File: config.mk
export PLATFORM = sky130hd
export DESIGN_NAME = actor_move_scheduler
export DESIGN_NICKNAME = d
export VERILOG_FILES = /design/src/rtl/pacman_pkg.sv /design/src/rtl/tile_step.sv /design/src/rtl/actor_move_scheduler.sv
export SDC_FILE = /design/constraint.sdc
export NUM_CORES = 1
export LEC_CHECK = 0
export CELL_PAD_IN_SITES_DETAIL_PLACEMENT = 1
export CELL_PAD_IN_SITES_GLOBAL_PLACEMENT = 1
export CORE_MARGIN = 2
export CORE_UTILIZATION = 30
export CTS_BUF_LIST = sky130_fd_sc_hd__clkbuf_16
export DETAILED_ROUTE_END_ITERATION = 16
export PLACE_DENSITY = 0.74
export REMOVE_ABC_BUFFERS = 1
export SLEW_MARGIN = 5
export SYNTH_ARGS = -nofsm -noshare
export SYNTH_HDL_FRONTEND = slang
export SYNTH_HIERARCHICAL = 1
export SYNTH_SLANG_ARGS = --single-unit
File: constraint.sdc
create_clock -name i_clk -period 6.8 [get_ports i_clk]
set_input_delay 0.68 -clock i_clk [delete_from_list [all_inputs] [get_ports i_clk]]
set_output_delay 0.68 -clock i_clk [all_outputs]
set_load 0.01 [all_outputs]
File: src/rtl/pacman_pkg.sv
// Shared maze geometry, direction codes and scheduler state encoding for the Pac-Man movement blocks.
package pacman_pkg;

  localparam logic [2:0] DIR_RIGHT = 3'd0;
  localparam logic [2:0] DIR_UP    = 3'd1;
  localparam logic [2:0] DIR_LEFT  = 3'd2;
  localparam logic [2:0] DIR_DOWN  = 3'd3;
  localparam logic [2:0] DIR_WAIT  = 3'd4;

  localparam int unsigned MAZE_W  = 27;
  localparam int unsigned MAZE_H  = 24;
  localparam int unsigned X_MAX   = MAZE_W - 1;
  localparam int unsigned Y_MAX   = MAZE_H - 1;
  localparam int unsigned MAZE_AW = 10;

  typedef enum logic [1:0] {
    StIdle,
    StIssue,
    StWaitRd,
    StCheck
  } sched_state_e;

  // Linear wall-memory index of tile (x, y), row-major.
  function automatic logic [MAZE_AW-1:0] tile_addr(input logic [7:0] x, input logic [6:0] y);
    return MAZE_AW'(y) * MAZE_AW'(MAZE_W) + MAZE_AW'(x);
  endfunction

endpackage

File: src/rtl/tile_step.sv
// Combinational one-tile step with toroidal wrap at the maze edges; codes above DOWN mean stay put.
module tile_step
  import pacman_pkg::*;
(
  input  logic [7:0] i_x,
  input  logic [6:0] i_y,
  input  logic [2:0] i_dir,
  output logic [7:0] o_cand_x,
  output logic [6:0] o_cand_y,
  output logic       o_is_wait
);

  always_comb begin
    o_cand_x  = i_x;
    o_cand_y  = i_y;
    o_is_wait = 1'b0;
    case (i_dir)
      DIR_RIGHT: o_cand_x = (i_x == 8'(X_MAX)) ? 8'd0 : i_x + 8'd1;
      DIR_UP:    o_cand_y = (i_y == 7'd0) ? 7'(Y_MAX) : i_y - 7'd1;
      DIR_LEFT:  o_cand_x = (i_x == 8'd0) ? 8'(X_MAX) : i_x - 8'd1;
      DIR_DOWN:  o_cand_y = (i_y == 7'(Y_MAX)) ? 7'd0 : i_y + 7'd1;
      default:   o_is_wait = 1'b1;
    endcase
  end

endmodule

File: src/rtl/actor_move_scheduler.sv
// Steps every actor once per tick through a shared single-port wall memory, in actor order,
// and reports a Pac-Man/ghost tile overlap when the step completes.
module actor_move_scheduler
  import pacman_pkg::*;
#(
  parameter int unsigned NUM_ACTORS = 5,
  parameter int unsigned PAC_X      = 13,
  parameter int unsigned PAC_Y      = 17,
  parameter int unsigned GHOST_X    = 13,
  parameter int unsigned GHOST_Y    = 11
) (
  input  logic                      i_clk,
  input  logic                      i_rst,
  input  logic                      i_tick,
  input  logic [3*NUM_ACTORS-1:0]   i_dir_in,
  output logic                      o_maze_rd,
  output logic [MAZE_AW-1:0]        o_maze_addr,
  input  logic                      i_maze_wall,
  output logic [8*NUM_ACTORS-1:0]   o_x_out,
  output logic [7*NUM_ACTORS-1:0]   o_y_out,
  output logic [3*NUM_ACTORS-1:0]   o_dir_out,
  output logic                      o_busy,
  output logic                      o_done,
  output logic                      o_collision
);

  localparam int unsigned IdxW = (NUM_ACTORS > 1) ? $clog2(NUM_ACTORS) : 1;

  sched_state_e    r_state, w_state_d;
  logic [IdxW-1:0] r_idx;
  logic [2:0]      r_dir_q [NUM_ACTORS];
  logic [7:0]      r_x     [NUM_ACTORS];
  logic [6:0]      r_y     [NUM_ACTORS];
  logic [2:0]      r_dir   [NUM_ACTORS];
  logic [7:0]      r_cand_x;
  logic [6:0]      r_cand_y;

  logic [7:0] w_cur_x, w_cand_x;
  logic [6:0] w_cur_y, w_cand_y;
  logic [2:0] w_cur_dir;
  logic       w_is_wait;
  logic       w_last;
  logic       w_overlap;

  always_comb begin
    w_cur_x   = '0;
    w_cur_y   = '0;
    w_cur_dir = DIR_WAIT;
    for (int i = 0; i < NUM_ACTORS; i++) begin
      if (r_idx == IdxW'(i)) begin
        w_cur_x   = r_x[i];
        w_cur_y   = r_y[i];
        w_cur_dir = r_dir_q[i];
      end
    end
  end

  assign w_last = (r_idx == IdxW'(NUM_ACTORS - 1));

  tile_step u_tile_step (
    .i_x       (w_cur_x),
    .i_y       (w_cur_y),
    .i_dir     (w_cur_dir),
    .o_cand_x  (w_cand_x),
    .o_cand_y  (w_cand_y),
    .o_is_wait (w_is_wait)
  );

  // Ghosts sharing a tile with each other are deliberately not reported.
  always_comb begin
    w_overlap = 1'b0;
    for (int i = 1; i < NUM_ACTORS; i++) begin
      if ((r_x[i] == r_x[0]) && (r_y[i] == r_y[0])) begin
        w_overlap = 1'b1;
      end
    end
  end

  always_ff @(posedge i_clk or posedge i_rst) begin
    if (i_rst) begin
      r_state <= StIdle;
    end else begin
      r_state <= w_state_d;
    end
  end

  always_comb begin
    w_state_d   = r_state;
    o_maze_rd   = 1'b0;
    o_maze_addr = '0;
    o_done      = 1'b0;
    o_collision = 1'b0;
    unique case (r_state)
      StIdle: begin
        if (i_tick) begin
          w_state_d = StIssue;
        end
      end
      StIssue: begin
        if (w_is_wait) begin
          w_state_d = w_last ? StCheck : StIssue;
        end else begin
          o_maze_rd   = 1'b1;
          o_maze_addr = tile_addr(w_cand_x, w_cand_y);
          w_state_d   = StWaitRd;
        end
      end
      StWaitRd: begin
        w_state_d = w_last ? StCheck : StIssue;
      end
      StCheck: begin
        o_done      = 1'b1;
        o_collision = w_overlap;
        w_state_d   = StIdle;
      end
      default: w_state_d = StIdle;
    endcase
  end

  assign o_busy = (r_state != StIdle);

  always_ff @(posedge i_clk or posedge i_rst) begin
    if (i_rst) begin
      r_idx    <= '0;
      r_cand_x <= '0;
      r_cand_y <= '0;
      for (int i = 0; i < NUM_ACTORS; i++) begin
        r_dir_q[i] <= DIR_WAIT;
        r_x[i]     <= (i == 0) ? 8'(PAC_X) : 8'(GHOST_X);
        r_y[i]     <= (i == 0) ? 7'(PAC_Y) : 7'(GHOST_Y);
        r_dir[i]   <= DIR_WAIT;
      end
    end else begin
      unique case (r_state)
        StIdle: begin
          if (i_tick) begin
            r_idx <= '0;
            for (int i = 0; i < NUM_ACTORS; i++) begin
              r_dir_q[i] <= i_dir_in[3*i +: 3];
            end
          end
        end
        StIssue: begin
          if (w_is_wait) begin
            for (int i = 0; i < NUM_ACTORS; i++) begin
              if (r_idx == IdxW'(i)) begin
                r_dir[i] <= DIR_WAIT;
              end
            end
            if (!w_last) begin
              r_idx <= r_idx + 1'b1;
            end
          end else begin
            r_cand_x <= w_cand_x;
            r_cand_y <= w_cand_y;
          end
        end
        StWaitRd: begin
          // Commit now so later actors see this actor's new tile.
          for (int i = 0; i < NUM_ACTORS; i++) begin
            if (r_idx == IdxW'(i)) begin
              if (!i_maze_wall) begin
                r_x[i]   <= r_cand_x;
                r_y[i]   <= r_cand_y;
                r_dir[i] <= w_cur_dir;
              end else begin
                r_dir[i] <= DIR_WAIT;
              end
            end
          end
          if (!w_last) begin
            r_idx <= r_idx + 1'b1;
          end
        end
        StCheck: begin
          r_idx <= '0;
        end
        default: r_idx <= '0;
      endcase
    end
  end

  always_comb begin
    o_x_out   = '0;
    o_y_out   = '0;
    o_dir_out = '0;
    for (int i = 0; i < NUM_ACTORS; i++) begin
      o_x_out[8*i +: 8]   = r_x[i];
      o_y_out[7*i +: 7]   = r_y[i];
      o_dir_out[3*i +: 3] = r_dir[i];
    end
  end

endmodule

# Word-level counts from Yosys, hierarchy flattened
# Index checks and enable logic that the tools add are counted.
[word_totals]
ramBits = 0
word_cells = 141
latchBits = 0
rom_bits = 0
reg_bits = 125
memories = 0
output_inout_bits = 104
inputBits = 19
[classes]
n_shift = 0
n_reduce_logical = 25
n_eq_ne = 32
n_addsub = 6
n_mul = 1
div = 0
order_cmp = 0
n_mux = 52
bitwise_logic = 1
[op_table]
columns = ["cell", "n"]
rows = [
  ["$mux W3", 19],
  ["$mux W8", 7],
  ["$mux W7", 7],
  ["$eq A8 B8 Y1", 4],
  ["$pmux W15 S2", 1],
  ["$eq A7 B7 Y1", 4],
  ["$ne A2 B2 Y1 const B", 12],
  ["$mux W10", 2],
  ["$reduce_and A4 Y1", 5],
  ["$pmux W8 S2", 1],
  ["$mux W15", 1],
  ["$reduce_and A3 Y1", 5],
  ["$pmux W7 S2", 1],
  ["$eq A3 B2 Y1 const B", 4],
  ["$pmux W3 S4", 1],
  ["$add A10 B8 Y10", 1],
  ["$mul A7 B5 Y10 const B", 1],
  ["$add A8 B1 Y8 const B", 1],
  ["$eq A8 B5 Y1 const B", 1],
  ["$logic_not A8 Y1", 1],
  ["$mux W1", 8],
  ["$pmux W2 S4", 1],
  ["$sub A8 B1 Y8 const B", 1],
  ["$add A7 B1 Y7 const B", 1],
  ["other kinds (16)", 27],
]

# Longest topological paths before layout
# Gate-level depths: netlist of run 1.
[depth]
depth_word = 13
depth_mapped = 27
mapped_depth_nobuf = 24

# Hierarchy
# Netlist of run 1, hierarchy kept.
[by_module_without_submodules]
columns = ["module", "seq_area_each_um2", "n_inst", "area_per_inst_um2", "cells_per_inst"]
rows = [
  ["actor_move_scheduler", 3176.8, 1, 7363.3, 665],
  ["tile_step", 0.0, 1, 847.1, 122],
]

# Least setup slack after synthesis of run 1
# Ideal clock, no wire load.
[synth_timing]
path_type = "reg2out"
from = "register r_idx[0]"
to = "output o_maze_addr[9]"
required_ps = 6120
arrival_time_ps = 6235
path_slack_ps = -115
path_stages_with_launch = 25
n_path_buf = 2
cell_sequence = "dfrtp_1 > inv_1 > ha_1 > nor3b_4 > buf_6 > a22oi_1 > a211oi_1 > a21oi_1 > o21ai_1 > ha_1 > or4b_4 > o311a_4 > buf_6 > a221oi_2 > a41oi_1 > fa_1 > inv_1 > fa_1 > fa_1 > inv_1 > ha_1 > o21a_1 > a2111oi_0 > o21ai_0 > a21oi_1"
[synth_via]
elab_cells_between_ends = 43
classes_between = "add/sub: 5; mul: 1; eq/ne: 9; mux: 23; reduce/logical: 5"
[synth_lines]
columns = ["element", "line_no", "text"]
rows = [
  ["from (decl)", "actor_move_scheduler.sv:30", "logic [IdxW-1:0] r_idx;"],
  ["from (signal assigned)", "actor_move_scheduler.sv:151", "r_idx <= r_idx + 1'b1;"],
  ["from (signal assigned)", "actor_move_scheduler.sv:172", "r_idx <= r_idx + 1'b1;"],
  ["$logic_not A3 Y1", "actor_move_scheduler.sv:50", "if (r_idx == IdxW'(i)) begin"],
  ["$mux W8 (4 in series)", "actor_move_scheduler.sv:50", ""],
  ["$mux W8 (*)", "actor_move_scheduler.sv:50", ""],
  ["via w_cur_x[1]", "actor_move_scheduler.sv:38", "logic [7:0] w_cur_x, w_cand_x;"],
  ["$sub A8 B1 Y8, or another cell as far along", "tile_step.sv:20", "DIR_LEFT: o_cand_x = (i_x == 8'd0) ? 8'(X_MAX) : i_x - 8'd1;"],
  ["$mux W8, on equally long branches", "tile_step.sv:20, tile_step.sv:18", ""],
  ["$pmux W8 S2 (*)", "tile_step.sv:17", "case (i_dir)"],
  ["via w_cand_x[5]", "actor_move_scheduler.sv:38", ""],
  ["$add A10 B8 Y10 (*)", "pacman_pkg.sv:25", "return MAZE_AW'(y) * MAZE_AW'(MAZE_W) + MAZE_AW'(x);"],
  ["$mux W10 (*)", "actor_move_scheduler.sv:100", "if (w_is_wait) begin"],
  ["$mux W10 (*)", "actor_move_scheduler.sv:93", "unique case (r_state)"],
  ["to (decl)", "actor_move_scheduler.sv:17", "output logic [MAZE_AW-1:0] o_maze_addr,"],
]
# The timed path passes the listed nets; every way through them passes the cells marked *.

# Final worst setup path of run 1
[layout_timing]
from = "register r_idx[0]"
to = "output o_maze_addr[8]"
[layout_via]
elab_chain_len = 13
elab_cells_between_ends = 43
classes_between = "add/sub: 5; mul: 1; eq/ne: 9; mux: 23; reduce/logical: 5"
[layout_rtl]
columns = ["element", "line_no", "text"]
rows = [
  ["$logic_not A3 Y1", "actor_move_scheduler.sv:50", ""],
  ["$mux W7 (4 in series)", "actor_move_scheduler.sv:50", ""],
  ["$mux W7 (*)", "actor_move_scheduler.sv:50", ""],
  ["via w_cur_y[1]", "actor_move_scheduler.sv:39", "logic [6:0] w_cur_y, w_cand_y;"],
  ["$add A7 B1 Y7, or another cell as far along", "tile_step.sv:21", "DIR_DOWN: o_cand_y = (i_y == 7'(Y_MAX)) ? 7'd0 : i_y + 7'd1;"],
  ["$mux W7, on equally long branches", "tile_step.sv:21, tile_step.sv:19", ""],
  ["$pmux W7 S2 (*)", "tile_step.sv:17", ""],
  ["via w_cand_y[3]", "actor_move_scheduler.sv:39", ""],
  ["$mul A7 B5 Y10 (*)", "pacman_pkg.sv:25", ""],
  ["$add A10 B8 Y10 (*)", "pacman_pkg.sv:25", ""],
  ["$mux W10 (*)", "actor_move_scheduler.sv:100", ""],
  ["$mux W10 (*)", "actor_move_scheduler.sv:93", ""],
]
# Marks and branches as above.

==> qor.txt, run 1 <==
====================================================================================
Status                                                                  complete, but fails checks
Violations in the final reports                                         negative setup slack
Depth of the worst hold-timing path                                                1
Register area share after synthesis                                            38.7%
Cell at the root of the clock tree                                      sky130_fd_sc_hd__clkbuf_16
Number of instances in the synthesized netlist                                   787
Cell family with most CP delay                                           adder cells
Ratio of final minimum period to clock period                                   102%
Worst Path Required                                                          6.12 ns
Sink Count                                                                       125
Average cell area after synthesis                                           10.4 µm²
Share of the core filled with cells                                            43.4%
Main combinational cell family by area after synthesis                  multiplexers
Number of flops mapped to enable cells by yosys                                    0
Proportion of synthesized flip-flops having asynchronous set or reset           100%
Worst EP arrival                                                             6.26 ns
Footprint of the multi-input gates                                          4940 µm²
Largest net degree at the start of global routing                                 87
Path type of the worst min-delay path                                   flop to flop
Fillers                                                                         2976
Setup Crit Path Kind                                                    flop to primary output
Cell with the most instances on the worst path                          sky130_fd_sc_hd__buf_4
Critical-path cell with the highest stage delay                         sky130_fd_sc_hd__fa_1
Antenna violations before repair                                                   0
Maximum root-to-sink buffer count                                                  2
Gr ovfl total                                                                      0
Clock tree from TritonCTS                                                        yes
Global-route usage over all layers                                             20.7%
Adder-Cell Fraction of Synth Area                                              9.30%
DIE WIDTH                                                                     169 µm
Wire length after detailed routing                                          29900 µm
Via density                                                                     5.23
Fin Clk Skew                                                               0.0130 ns
DRC marker count from the first detailed-route iteration                         471
Count of pins over their slew limit                                                0
Number of cells on the critical path                                              27
Count of state elements after synthesis                                          125
Compound-Gate Fraction of Synth Area                                           12.0%
Reg-to-reg critical path endpoint                                        r_cand_y[3]
Antenna Cells                                                                      0
CP max stage delay                                                           0.57 ns
Top_reg_cell synth                                                      sky130_fd_sc_hd__dfrtp_1
Area fraction in and, or, nand and nor cells after synthesis                   11.7%
Power per cell area                                                       622 nW/µm²
Total negative setup slack                                                 -0.251 ns
H-tree depth                                                                       4
Hold bufs inserted after CTS                                                       0
Worst Setup Start Kind                                                          flop
Hold path startpoint                                                     r_dir_q[13]
Wire length of the first global-routing pass                                45500 µm
Worst min-delay path endpoint                                            r_dir_q[13]
Fraction of layout cells with a size suffix above 1                            40.0%
Worst reg2reg startpoint                                                    r_idx[0]
Worst-path clk slew                                                          0.06 ns
Category of the worst setup path capture point                          primary output
Post-Synth XOR/XNOR Area                                                       7.68%
Clock period minus worst slack                                               6.94 ns
Final standard cell count with taps included and fillers excluded               1384
Measured slew at the worst slew-check pin                                    1.11 ns
Number of buffers created by CTS                                                  17
Leakage dissipation                                                          5.29 nW
Max-cap check violation count                                                      0
Remaining routing DRC violations                                                   0
Dpl cells                                                                       1340
Number of global-route vias before repair                                       7933
Post-synthesis instance area                                                8210 µm²
Die height                                                                    169 µm
Highest Clock Rate                                                         0.144 GHz
Starting utilization of the core area                                          30.5%
Pre-CTS setup slack                                                        -0.526 ns
Post-synthesis mux area share                                                  15.0%
Detailed-route via count                                                        7236
Row count                                                                         60
Distinct cell type count after synthesis                                          75
Clock latency at the later pin of the worst-skew pair                        0.43 ns
First drt pass iteration count                                                     5
Worst Path Buf+Inv                                                                10
Least setup slack across all paths after layout                            -0.136 ns
Synthesis-to-finish area growth                                                42.2%
Synth warn                                                                         6
Die footprint                                                              28700 µm²
Seq. cell area                                                              3180 µm²
Setup violators final                                                              2
HPWL after DPL                                                              21500 µm
Worst-case reg-to-reg path depth                                                  21
Total design power                                                           7.26 mW
Number of placed I/O pins                                                        123
Final layout net count                                                          1101
Setup slack on the worst flop-to-flop path                                   3.14 ns
Total core area                                                            26900 µm²
Largest voltage drop on the vdd net                                       0.000489 V
Count of buffers from port buffering                                             122
Routability congestion estimate from global placement                          0.877
Remaining number of nets flagged by the antenna check after routing                0
Setup repair after global routing missed its margin                             true
Fin. Hold Viols                                                                    0
Remaining max-slew budget at the tightest pin                                  26.2%
Highest net fanout along the worst path                                           16
DR WL/cell                                                                   21.6 µm
====================================================================================
==> synth_stat cells (8+ instances only) <==
master	count	area share, %
sky130_fd_sc_hd__o21ai_0	21	1.3
sky130_fd_sc_hd__dfstp_2	39	12
sky130_fd_sc_hd__clkbuf_1	19	0.87
sky130_fd_sc_hd__fa_1	15	3.7
sky130_fd_sc_hd__mux2_2	106	15
sky130_fd_sc_hd__nor2_1	41	1.9
sky130_fd_sc_hd__nand3_1	9	0.55
sky130_fd_sc_hd__ha_1	37	5.6
sky130_fd_sc_hd__a22oi_1	15	1.4
sky130_fd_sc_hd__buf_2	17	1.0
sky130_fd_sc_hd__inv_1	45	2.1
sky130_fd_sc_hd__a211oi_1	17	1.6
sky130_fd_sc_hd__o21ai_1	12	0.73
sky130_fd_sc_hd__nor4_1	8	0.61
sky130_fd_sc_hd__a21oi_1	34	2.1
sky130_fd_sc_hd__nand2_1	68	3.1
sky130_fd_sc_hd__xnor2_1	46	4.9
sky130_fd_sc_hd__dfrtp_1	86	26
sky130_fd_sc_hd__xor2_1	26	2.8
sky130_fd_sc_hd__nand4_1	9	0.69
==> report_power, final <==
part,internal (mW),switching [mW]
sequential,0.953,0.204
combinational,2.58,2.61
clock,0.544,0.370
==> registers in the layout, summed over array words and instances (netlist names) <==
name / count
r_idx: 3
r_cand_x: 8
o_dir_out: 15
r_cand_y: 7
r_state: 2
r_dir_q: 15
o_y_out: 35
o_x_out: 40
==> worst max path at each step <==
stage             start              to  slack (ns)
2_1_floorplan  r_idx[1]  o_maze_addr[9]       -0.29
5_1_grt        r_idx[0]  o_maze_addr[8]       -0.39
3_5_place_dp   r_idx[0]  o_maze_addr[9]       -0.53
3_3_place_gp   r_idx[0]  o_maze_addr[9]       -0.33
4_1_cts        r_idx[0]  o_maze_addr[8]       -0.14
6_report       r_idx[0]  o_maze_addr[8]       -0.14
==> routing by layer <==
| layer | vias to the layer above | global-route usage (%) | share of wire (%) |
|---|---|---|---|
| li1 | 3263 | - | - |
| met1 | 3717 | 26.1 | 43 |
| met2 | 204 | 34.9 | 49 |
| met3 | 50 | 4.08 | 4.4 |
| met4 | 2 | 7.73 | 3.0 |
| met5 | - | 1.57 | 0.19 |
==> cell type report <==
cell class / count / area share [%]
multi-input cells: 566 / 42.3
repair buffers: 274 / 20.3
well taps: 341 / 3.65
flip-flops and latches: 125 / 27.2
inverters: 46 / 1.50
clock inverters: 15 / 1.38
clock buffers: 17 / 3.64
==> through the flow <==
stage / hold slack [ns] / area, µm²
global route: 0.529 / 11700
CTS: 0.512 / 11500
finish: 0.506 / 11700
global placement: 0.488 / 10600
detailed placement: 0.497 / 10600
floorplan: 0.479 / 7920
==> placed cells by master (no fill, tap or decap), types with 26 or more instances in the layout <==
cell and count:
sky130_fd_sc_hd__buf_4 143, sky130_fd_sc_hd__xnor2_1 46, sky130_fd_sc_hd__clkdlybuf4s50_1 115, sky130_fd_sc_hd__nand2_1 68
sky130_fd_sc_hd__inv_1 40, sky130_fd_sc_hd__dfstp_2 39, sky130_fd_sc_hd__nor2_1 38, sky130_fd_sc_hd__mux2_2 106
sky130_fd_sc_hd__xor2_1 26, sky130_fd_sc_hd__dfrtp_1 86, sky130_fd_sc_hd__ha_1 26, sky130_fd_sc_hd__a21oi_1 28
==> what timing repair did <==
| item | in CTS | in global routing |
|---|---|---|
| pin swaps | 38 | 16 |
| endpoints found under the setup margin | 7 | 7 |
| gates cloned | 1 | 0 |
| gates resized for setup | 72 | 39 |
| buffers inserted | 10 | 2 |
==> logic make-up (layout without fill, tap and decap cells) <==
logic type                 after synthesis  after routing
DFF                                    125            125
and+or+nand+nor                        189            189
buffers and inverters                   96            352
muxes                                  110            110
adders and majority gates               52             52
xor gates and xnor gates                72             72
AOI/OAI and AO/OA                      143            143
No activity file was read; power rests on OpenSTA's default activity.
==> run 2: changes to the inputs <==
CAP_MARGIN = 20   (was unset)
SETUP_SLACK_MARGIN = 0.02   (was unset)
==> qor.txt, run 2 (same netlist as run 1, synthesis figures left out) <==
==================================================================================
Final layout net count                                                        1109
Power per cell area                                                     626 nW/µm²
Setup repair after global routing missed its margin                           true
Cell at the root of the clock tree                                    sky130_fd_sc_hd__clkbuf_16
Highest Clock Rate                                                       0.143 GHz
Remaining routing DRC violations                                                 0
Category of the worst setup path capture point                        primary output
Setup Crit Path Kind                                                  flop to primary output
Routability congestion estimate from global placement                        0.877
Starting utilization of the core area                                        30.5%
Critical-path cell with the highest stage delay                       sky130_fd_sc_hd__fa_1
Total length of routed met3 wires                                          1240 µm
Clock tree from TritonCTS                                                      yes
HPWL after DPL                                                            21500 µm
Routed met1 length                                                        13000 µm
Highest net fanout along the worst path                                          7
Row count                                                                       60
Leakage dissipation                                                        5.35 nW
Fillers                                                                       2969
Clock latency at the later pin of the worst-skew pair                      0.43 ns
Antenna Cells                                                                    0
Hold bufs inserted after CTS                                                     0
Least setup slack across all paths after layout                          -0.200 ns
Count of buffers from port buffering                                           122
Worst Path Required                                                        6.12 ns
Wire length of the first global-routing pass                              45500 µm
Sink Count                                                                     125
Worst-path clk slew                                                        0.06 ns
Remaining number of nets flagged by the antenna check after routing              0
Synthesis-to-finish area growth                                              43.9%
Measured slew at the worst slew-check pin                                  1.16 ns
Gr ovfl total                                                                    0
Worst EP arrival                                                           6.32 ns
Number of flip-flops under the largest register name                            40
CP max stage delay                                                         0.52 ns
DRC marker count from the first detailed-route iteration                       417
Violations in the final reports                                       negative setup slack
Number of placed I/O pins                                                      123
Via density                                                                   5.22
Largest net degree at the start of global routing                               87
Die height                                                                  169 µm
Commonest non-fill, non-tap cells in the layout                       sky130_fd_sc_hd__buf_4, sky130_fd_sc_hd__clkdlybuf4s50_1, sky130_fd_sc_hd__mux2_2
Count of pins over their slew limit                                              0
Setup violators final                                                            3
Ratio of final minimum period to clock period                                 103%
Maximum root-to-sink buffer count                                                2
Highest Signal Layer                                                          met5
DR WL/cell                                                                 21.7 µm
Fin. Hold Viols                                                                  0
Fraction of layout cells with a size suffix above 1                          40.8%
Number of buffers created by CTS                                                17
Detailed-route via count                                                      7268
Global-route usage over all layers                                           20.7%
DIE WIDTH                                                                   169 µm
Worst hold margin                                                         0.506 ns
Path type of the worst min-delay path                                 flop to flop
First drt pass iteration count                                                   5
Max-cap check violation count                                                    0
Worst Setup Start Kind                                                        flop
Remaining max-slew budget at the tightest pin                                22.3%
Largest voltage drop on the vdd net                                     0.000549 V
Total core area                                                          26900 µm²
H-tree depth                                                                     4
Wire length on met2                                                       15000 µm
Wire length after detailed routing                                        30200 µm
Fin Clk Skew                                                             0.0127 ns
Clock period minus worst slack                                             7.00 ns
Antenna violations before repair                                                 0
Most common cell after layout, fill and taps aside                    sky130_fd_sc_hd__buf_4
Die footprint                                                            28700 µm²
Total design power                                                         7.40 mW
Number of global-route vias before repair                                     7933
Status                                                                complete, but fails checks
==================================================================================
run 2: cell types whose count changed in the layout (fill, tap and decap cells not counted), sizes merged:
cell and change:
buf +8
run 2: layout make-up:
| cell class | instances | area, µm² | share of cell area (%) |
|---|---|---|---|
| inverter | 46 | 175 | 1.48 |
| clock buffer | 17 | 425 | 3.60 |
| tap | 341 | 427 | 3.61 |
| multi-input combinational | 566 | 4970 | 42.0 |
| clock inverter | 15 | 161 | 1.37 |
| sequential | 125 | 3180 | 26.9 |
| timing repair buffer | 282 | 2480 | 21.0 |
run 2: power breakdown:
| group | total (mW) | switching, mW | internal (mW) |
|---|---|---|---|
| Sequential | 1.16 | 0.206 | 0.953 |
| Clock | 0.919 | 0.375 | 0.544 |
| Combinational | 5.32 | 2.67 | 2.65 |
run 2: critical path: cells and delay by family, from the launching register on:
family | cells | cell delay (ns)
DFF | 1 | 0.43
buffers and inverters | 9 | 1.03
and+or+nand+nor | 6 | 1.60
adders and majority gates | 5 | 1.93
AOI/OAI and AO/OA | 7 | 0.86
run 2: through the flow:
step	worst slack (ns)	cell area, µm²	TNS (ns)	util (%)	instances
6_report	-0.200	11800	-0.400	44.0	1392
5_1_grt	-0.414	11800	-1.28	44.0	1392
4_1_cts	-0.138	11500	-0.255	42.8	1383
3_5_place_dp	-0.526	10600	-1.02	39.5	1340
3_3_place_gp	-0.330	10600	-0.500	39.5	1340
2_1_floorplan	-0.293	7920	-0.418	-	737
run 2: final timing paths:
path,startpoint,to,slack (ns),cells past startpoint
worst max-delay path,r_idx[0],o_maze_addr[8],-0.20,27
worst min-delay path,r_dir_q[13],r_dir_q[13],0.51,1
worst max register to register,r_idx[0],r_cand_x[4],3.00,17
worst min register to register,r_dir_q[13],r_dir_q[13],0.51,1
max in group asynchronous,i_rst,o_y_out[15],5.05,4
min in group asynchronous,i_rst,o_x_out[28],0.64,2
run 2: what timing repair did:
action / in CTS / in global routing
pin swaps: 40 / 18
resized for setup: 72 / 54
cloned: 1 / 0
endpoints found under the setup margin: 7 / 7
setup buffers: 10 / 9
run 2: metal layers:
layer | vias to the layer above | global-route usage [%]
met3 | 48 | 4.08
met5 | - | 1.57
met2 | 192 | 34.9
met1 | 3750 | 26.1
met4 | 2 | 7.73
li1 | 3276 | -
